## src/rtl/dac_spi_arbiter.sv

```systemverilog
// Two-requester SPI master for a dual-slave DAC: fair arbitration between the CPU (req0)
// and the hardware trim loop (req1), then a mode-0 frame with setup, hold and inter-frame gap.
module dac_spi_arbiter #(
    parameter int CLK_DIV = 4,
    parameter int WIDTH   = 24
) (
    input  logic             clk_clk,
    input  logic             reset_reset_n,
    input  logic             req0_valid,
    input  logic             req0_cs,
    input  logic [WIDTH-1:0] req0_wdata,
    output logic             req0_ready,
    output logic             req0_done,
    output logic [WIDTH-1:0] req0_rdata,
    input  logic             req1_valid,
    input  logic             req1_cs,
    input  logic [WIDTH-1:0] req1_wdata,
    output logic             req1_ready,
    output logic             req1_done,
    output logic [WIDTH-1:0] req1_rdata,
    output logic             dac_SCLK,
    output logic             dac_MOSI,
    output logic [1:0]       dac_SS_n,
    input  logic             dac_MISO,
    output logic             busy
);

    // Sized for CLK_DIV=255 (GAP counts to 509) and WIDTH=32.
    localparam int DW = 9;
    localparam int BW = 6;

    typedef enum logic [2:0] {IDLE, SETUP, SHIFT, HOLD, GAP} state_t;

    state_t           state_q, state_d;
    logic [DW-1:0]    div_q, div_d;
    logic [BW-1:0]    bit_q, bit_d;
    logic             half_q, half_d;
    logic [WIDTH-1:0] tx_q, tx_d;
    logic [WIDTH-1:0] rx_q, rx_d;
    logic             cs_q, cs_d;
    logic             last_q, last_d;
    logic             done_q, done_d;
    logic [WIDTH-1:0] rdata0_q, rdata0_d;
    logic [WIDTH-1:0] rdata1_q, rdata1_d;
    logic             grant;
    logic             div_end;

    always_ff @(posedge clk_clk or negedge reset_reset_n) begin
        if (!reset_reset_n) begin
            state_q  <= IDLE;
            div_q    <= '0;
            bit_q    <= '0;
            half_q   <= 1'b0;
            tx_q     <= '0;
            rx_q     <= '0;
            cs_q     <= 1'b0;
            last_q   <= 1'b1;
            done_q   <= 1'b0;
            rdata0_q <= '0;
            rdata1_q <= '0;
        end else begin
            state_q  <= state_d;
            div_q    <= div_d;
            bit_q    <= bit_d;
            half_q   <= half_d;
            tx_q     <= tx_d;
            rx_q     <= rx_d;
            cs_q     <= cs_d;
            last_q   <= last_d;
            done_q   <= done_d;
            rdata0_q <= rdata0_d;
            rdata1_q <= rdata1_d;
        end
    end

    // On a tie the requester that was not served last wins.
    assign grant      = (req0_valid && req1_valid) ? ~last_q : req1_valid;
    assign req0_ready = reset_reset_n && (state_q == IDLE) && req0_valid && !grant;
    assign req1_ready = reset_reset_n && (state_q == IDLE) && req1_valid && grant;
    assign div_end    = (div_q == DW'(CLK_DIV - 1));

    always_comb begin
        state_d  = state_q;
        div_d    = div_q;
        bit_d    = bit_q;
        half_d   = half_q;
        tx_d     = tx_q;
        rx_d     = rx_q;
        cs_d     = cs_q;
        last_d   = last_q;
        done_d   = 1'b0;
        rdata0_d = rdata0_q;
        rdata1_d = rdata1_q;
        case (state_q)
            IDLE: begin
                if (req0_ready || req1_ready) begin
                    state_d = SETUP;
                    div_d   = '0;
                    last_d  = grant;
                    cs_d    = grant ? req1_cs : req0_cs;
                    tx_d    = grant ? req1_wdata : req0_wdata;
                end
            end
            SETUP: begin
                if (div_end) begin
                    state_d = SHIFT;
                    div_d   = '0;
                    bit_d   = '0;
                    half_d  = 1'b0;
                end else begin
                    div_d = div_q + 1'b1;
                end
            end
            SHIFT: begin
                if (half_q && div_q == '0)
                    rx_d = {rx_q[WIDTH-2:0], dac_MISO};
                if (div_end) begin
                    div_d  = '0;
                    half_d = ~half_q;
                    // Next bit appears exactly when SCLK falls.
                    if (half_q) begin
                        tx_d = tx_q << 1;
                        if (bit_q == BW'(WIDTH - 1))
                            state_d = HOLD;
                        else
                            bit_d = bit_q + 1'b1;
                    end
                end else begin
                    div_d = div_q + 1'b1;
                end
            end
            HOLD: begin
                if (div_end) begin
                    state_d = GAP;
                    div_d   = '0;
                end else begin
                    div_d = div_q + 1'b1;
                end
            end
            GAP: begin
                if (div_q == DW'(2 * CLK_DIV - 1)) begin
                    state_d = IDLE;
                    div_d   = '0;
                    done_d  = 1'b1;
                    if (last_q)
                        rdata1_d = rx_q;
                    else
                        rdata0_d = rx_q;
                end else begin
                    div_d = div_q + 1'b1;
                end
            end
            default: state_d = IDLE;
        endcase
    end

    assign busy       = (state_q != IDLE);
    assign dac_SCLK   = (state_q == SHIFT) && half_q;
    assign dac_MOSI   = (state_q == SETUP || state_q == SHIFT || state_q == HOLD) ? tx_q[WIDTH-1] : 1'b0;
    assign dac_SS_n   = (state_q == SETUP || state_q == SHIFT || state_q == HOLD)
                        ? (cs_q ? 2'b01 : 2'b10) : 2'b11;
    assign req0_done  = done_q && !last_q;
    assign req1_done  = done_q && last_q;
    assign req0_rdata = rdata0_q;
    assign req1_rdata = rdata1_q;

endmodule

```

## config.mk

```make
export PLATFORM = sky130hd
export DESIGN_NAME = dac_spi_arbiter
export DESIGN_NICKNAME = d
export VERILOG_FILES = /design/src/rtl/dac_spi_arbiter.sv
export SDC_FILE = /design/constraint.sdc
export NUM_CORES = 1
export LEC_CHECK = 0
export BUFFER_PORTS_ARGS = -buffer_cell sky130_fd_sc_hd__buf_2
export CAP_MARGIN = 25
export CORE_AREA = 2 2 103 105
export DETAILED_ROUTE_END_ITERATION = 8
export DIE_AREA = 0 0 105 107
export PLACE_DENSITY = 0.79
export SYNTH_ARGS = -nofsm -noshare
export SYNTH_HDL_FRONTEND = slang
export SYNTH_SLANG_ARGS = --single-unit
```

## constraint.sdc

```tcl
create_clock -name clk_clk -period 2.6 [get_ports clk_clk]
set_input_delay 0 -clock clk_clk [delete_from_list [all_inputs] [get_ports clk_clk]]
set_output_delay 0 -clock clk_clk [all_outputs]
set_load 0.05 [all_outputs]
```

======== Word level (Yosys, flattened, before mapping) ========
Index checks and enable logic that the tools add are counted.
word-level totals
  output and inout bits ................... 57
  register bits after elaboration ......... 118
  logic and storage cells ................. 93
  input port bits ......................... 55
cells by class
  $add $sub $neg .......................... 2
  equal/unequal tests ..................... 15
  muxes and demuxes ....................... 32
  reduce and logical (&&, ||, !) cells .... 31
  bitwise logic cells ..................... 2
operators with widths
  kind                                                              number
  24-bit two-way mux                                                4
  24-bit one-hot mux with 2 select lines                            1
  9-bit two-way mux                                                 3
  9-bit one-hot mux with 3 select lines                             1
  6-bit two-way mux                                                 4
  3-bit two-way mux                                                 7
  3-bit one-hot mux with 5 select lines                             1
  2-bit != test (second input constant)                             7
  6-bit one-hot mux with 2 select lines                             1
  1-bit logical AND                                                 10
  9-bit by 1-bit adder with 9-bit output (second input constant)    1
  9-bit by 2-bit == test with 1-bit output (second input constant)  1
  9-bit by 3-bit == test with 1-bit output (second input constant)  1
  9-bit logical NOT                                                 1
  3-bit AND reduction                                               3
  1-bit two-way mux                                                 7
  7-bit AND reduction                                               1
  6-bit by 1-bit adder with 6-bit output (second input constant)    1
  3-bit by 2-bit == test with 1-bit output (second input constant)  2
  6-bit by 5-bit == test with 1-bit output (second input constant)  1
  2-bit AND reduction                                               3
  3-bit nonzero test                                                2
  5-bit AND reduction                                               1
  2-bit two-way mux                                                 2
  other kinds (11)                                                  16

======== Logic depth before layout (Yosys ltp) ========
  depth after elaboration ................. 7
  mapped depth ............................ 7
  gate-level depth less buffers ........... 5

======== Worst setup path after synthesis ========
No wires, ideal clock.
  path kind ............................... register to register
  start point ............................. reg state_q[2]
  end point ............................... reg tx_q[10]
  library setup time ...................... 125 ps
  stages on the path, launching flop included .. 7
  arrival time ............................ 2257 ps
  slack ................................... 218 ps
  required time ........................... 2475 ps
  clock period less this slack ............ 2382 ps
  cell sequence ........................... dfrtp_1 -> nor3_2 -> inv_1 -> or2_2 -> o31ai_2 -> buf_2 -> mux2_2
between the ends
  longest elaborated chain between the ends .. 7
  elaborated cells on any way between the ends .. 14
RTL lines
  item                                                RTL line    RTL
  from (decl)                                         34          state_t state_q, state_d;
  from (signal assigned)                              62          state_q <= state_d;
  3-bit logical NOT                                   78, 79, 94
  1-bit logical AND                                   78, 79
  1-bit logical AND (on tied branches) (2 in series)  78, 79
  1-bit logical OR                                    96          if (req0_ready || req1_ready) begin
  2-bit by 1-bit != test with 1-bit output (no line)  n/a
  4-bit AND reduction (no line)                       n/a
  to (signal assigned)                                66          tx_q <= tx_d;
  to (decl)                                           38          logic [WIDTH-1:0] tx_q, tx_d;
Several ways; a longest one is shown, not always the timed one.
A chain may end at the register's enable or synchronous reset.

======== Worst setup path after layout ========
  start point ............................. reg state_q[2]
  end point ............................... reg tx_q[5]
The elaborated chain is that of the path after synthesis.

==> out/qor.csv <==
metric;value;unit
routed_wl;13.2;mm
cts_sinks;118;
drtIter0Drc;279;
r2r_start;state_q[2];
final-setup-viol-count;0;
final_common_cell;dfrtp_1;
final_cell_count_no_fill;759;
reg2reg_depth;7;
max_freq;0.417;GHz
met2_length;6.72;mm
relSlewSlack;0.369;
final_nets;668;
rsz0062_at_grt;no;
wl_met3;804;um
cp.required;3.00;ns
yosys_warnings;0;
post_synth.cell_area_avg;12.7;um2
vias;4175;
num_rows;37;
async_flop_share;1.00;
die_h;107;um
cts_max_path_buffers;2;
skew;0.00873;ns
post_drt_wl_per_cell;17.4;um
regToRegEndpoint;tx_q[5];
post-route-period-util;0.923;
maxCapViolations;0;
nFillCells;657;
dp_hpwl;7.86;mm
tritoncts;yes;
synth_cell_types;49;
startpoint_type;register;
start_util;0.543;
topRoutingLayerUsed;met4;
ys_seq_area_frac;0.539;
ioPinCount;112;
synthesis.nets;490;
grt_pass1_wl;22.0;mm
power.density;843;nW/um2
clk_pin_slew;0.06;ns
viasPerCell;5.50;
fin_area;7500;um2
firstDrtPassIters;4;
synthesis.area;5480;um2
drive_gt1_frac;0.435;
syn2layout_area_growth;36.9;%
hold_viol_final;0;
min_path_type;primary input to asynchronous set/reset pin;
finalPower;6.33;mW
area.sequential;2950;um2
cp.arrival;2.80;ns
most-common-layout-cells;dfrtp_1, buf_2, mux2_2;
drtAntennaViolNets;0;
clk_latency;0.52;ns
dpl_cell_area;6270;um2
p_leak;3.75;nW
die_w;105;um
critPathMaxFanout;21;
multiInputGateArea;2420;um2
end_kind;register;
grtUsageTotal;0.250;
synthFlopType;dfrtp_1;
ff2ff_setup_slack;0.20;ns
syn_inst;432;
dieArea;11200;um2
met1_length;5.40;mm
numCtsBuffers;17;
tightest_slew;0.943;ns
ys_ff_latch;118;
htreeDepth;4;
path_class;register to register;
ir_drop;0.000529;V
gp_congestion;0.921;
dp_cells;670;
grt_max_degree;54;
portBuffers;111;
status;complete, no violations;
antenna_cells;0;
grt_pass1_vias;4526;
antenna_found_initial;0;
finalSetupTns;0;ns
drv_slew;0;
grt-ovfl-total;0;
cts_root_buf;clkbuf_8;
post-route-drc-count;0;
period_needed;2.40;ns
core_area;10100;um2
final_util;0.743;
synth-edff-count;0;
[synth_stat cells (2+ instances only)]
master	count	area (um2)
o31ai_1	9	67.6
nor2_1	12	45.0
buf_6	2	22.5
xnor2_1	2	17.5
nand2_1	36	135
o21ai_0	29	145
a21o_1	2	15.0
mux2_4	20	300
buf_2	7	35.0
a21oi_1	10	50.1
or2_2	3	18.8
xor2_1	2	17.5
nand3_1	6	30.0
nor3_1	4	20.0
clkbuf_1	11	41.3
mux2_2	79	890
buf_4	2	15.0
ha_1	3	37.5
inv_1	8	30.0
nand4b_1	3	26.3
and2_1	3	18.8
nand4_1	3	18.8
or4_1	9	67.6
mux2i_1	25	250
or3_1	2	12.5
dfrtp_1	117	2930
[cells by family after synthesis]
logic type	count (synthesis)	synth area share
mux	124	0.263
fa+ha+maj	3	0.00685
compound gates	59	0.0646
xor+xnor	4	0.00640
flops	118	0.539
simple gates	93	0.0932
buf+inv	31	0.0269
[worst max-delay path: stages, from the launching register on]
cell and delay [ns]:
dfrtp_1 0.48, buf_4 0.22, nor3_4 0.36, inv_1 0.13
or2_2 0.37, o31ai_4 0.13, buf_16 0.22, mux2_2 0.36
[routing by layer]
metal	GRT usage	up-vias
met4	0.0905	0
met5	0	-
met3	0.0657	31
met1	0.300	2059
li1	-	1912
met2	0.434	173
[repair_timing]
action,4_1_cts,5_1_grt
hold buffers,55,0
buffers inserted,0,2
gates resized for setup,0,1
hold endpoints to repair,92,0
setup endpoints to repair,0,21
[through the flow]
stage | worst slack (ns) | hold slack [ns]
finish | 0.200 | 0.0538
global route | 0.0835 | 0.0583
CTS | 0.103 | 0.00876
detailed placement | 0.124 | -0.0778
global placement | 0.202 | -0.0796
floorplan | 0.218 | -0.296
[power by group]
group | leakage, nW | switching (mW) | total (mW) | internal (mW)
clock network | 0.321 | 0.903 | 2.58 | 1.68
registers | 1.58 | 0.193 | 2.29 | 2.10
logic | 1.85 | 0.786 | 1.45 | 0.665
total | 3.75 | 1.88 | 6.33 | 4.44
[state kept, by name, summed over array words and instances, names as in the netlist]
signal      flops
state_q         3
req1_rdata     24
req0_rdata     24
last_q          1
div_q           9
half_q          1
tx_q           24
done_q          1
cs_q            1
bit_q           6
rx_q           24
[how the worst max path moves through the flow]
stage	from	end	slack, ns	depth (start not counted)
after detailed placement	state_q[2]	tx_q[8]	0.12	7
final	state_q[2]	tx_q[5]	0.20	7
after global routing	state_q[2]	tx_q[5]	0.08	7
after global placement	state_q[2]	tx_q[9]	0.20	4
after floorplan	state_q[2]	tx_q[10]	0.22	6
after CTS	state_q[2]	tx_q[5]	0.10	7
[final cells by class]
| cell class | instances | share of cell area |
|---|---|---|
| multi-input combinational | 283 | 0.322 |
| tap | 136 | 0.0227 |
| inverter | 8 | 0.00400 |
| clock inverter | 15 | 0.0323 |
| clock buffer | 17 | 0.0552 |
| sequential | 118 | 0.394 |
| timing repair buffer | 182 | 0.170 |
Note: power is estimated with default switching activity, not from simulation.
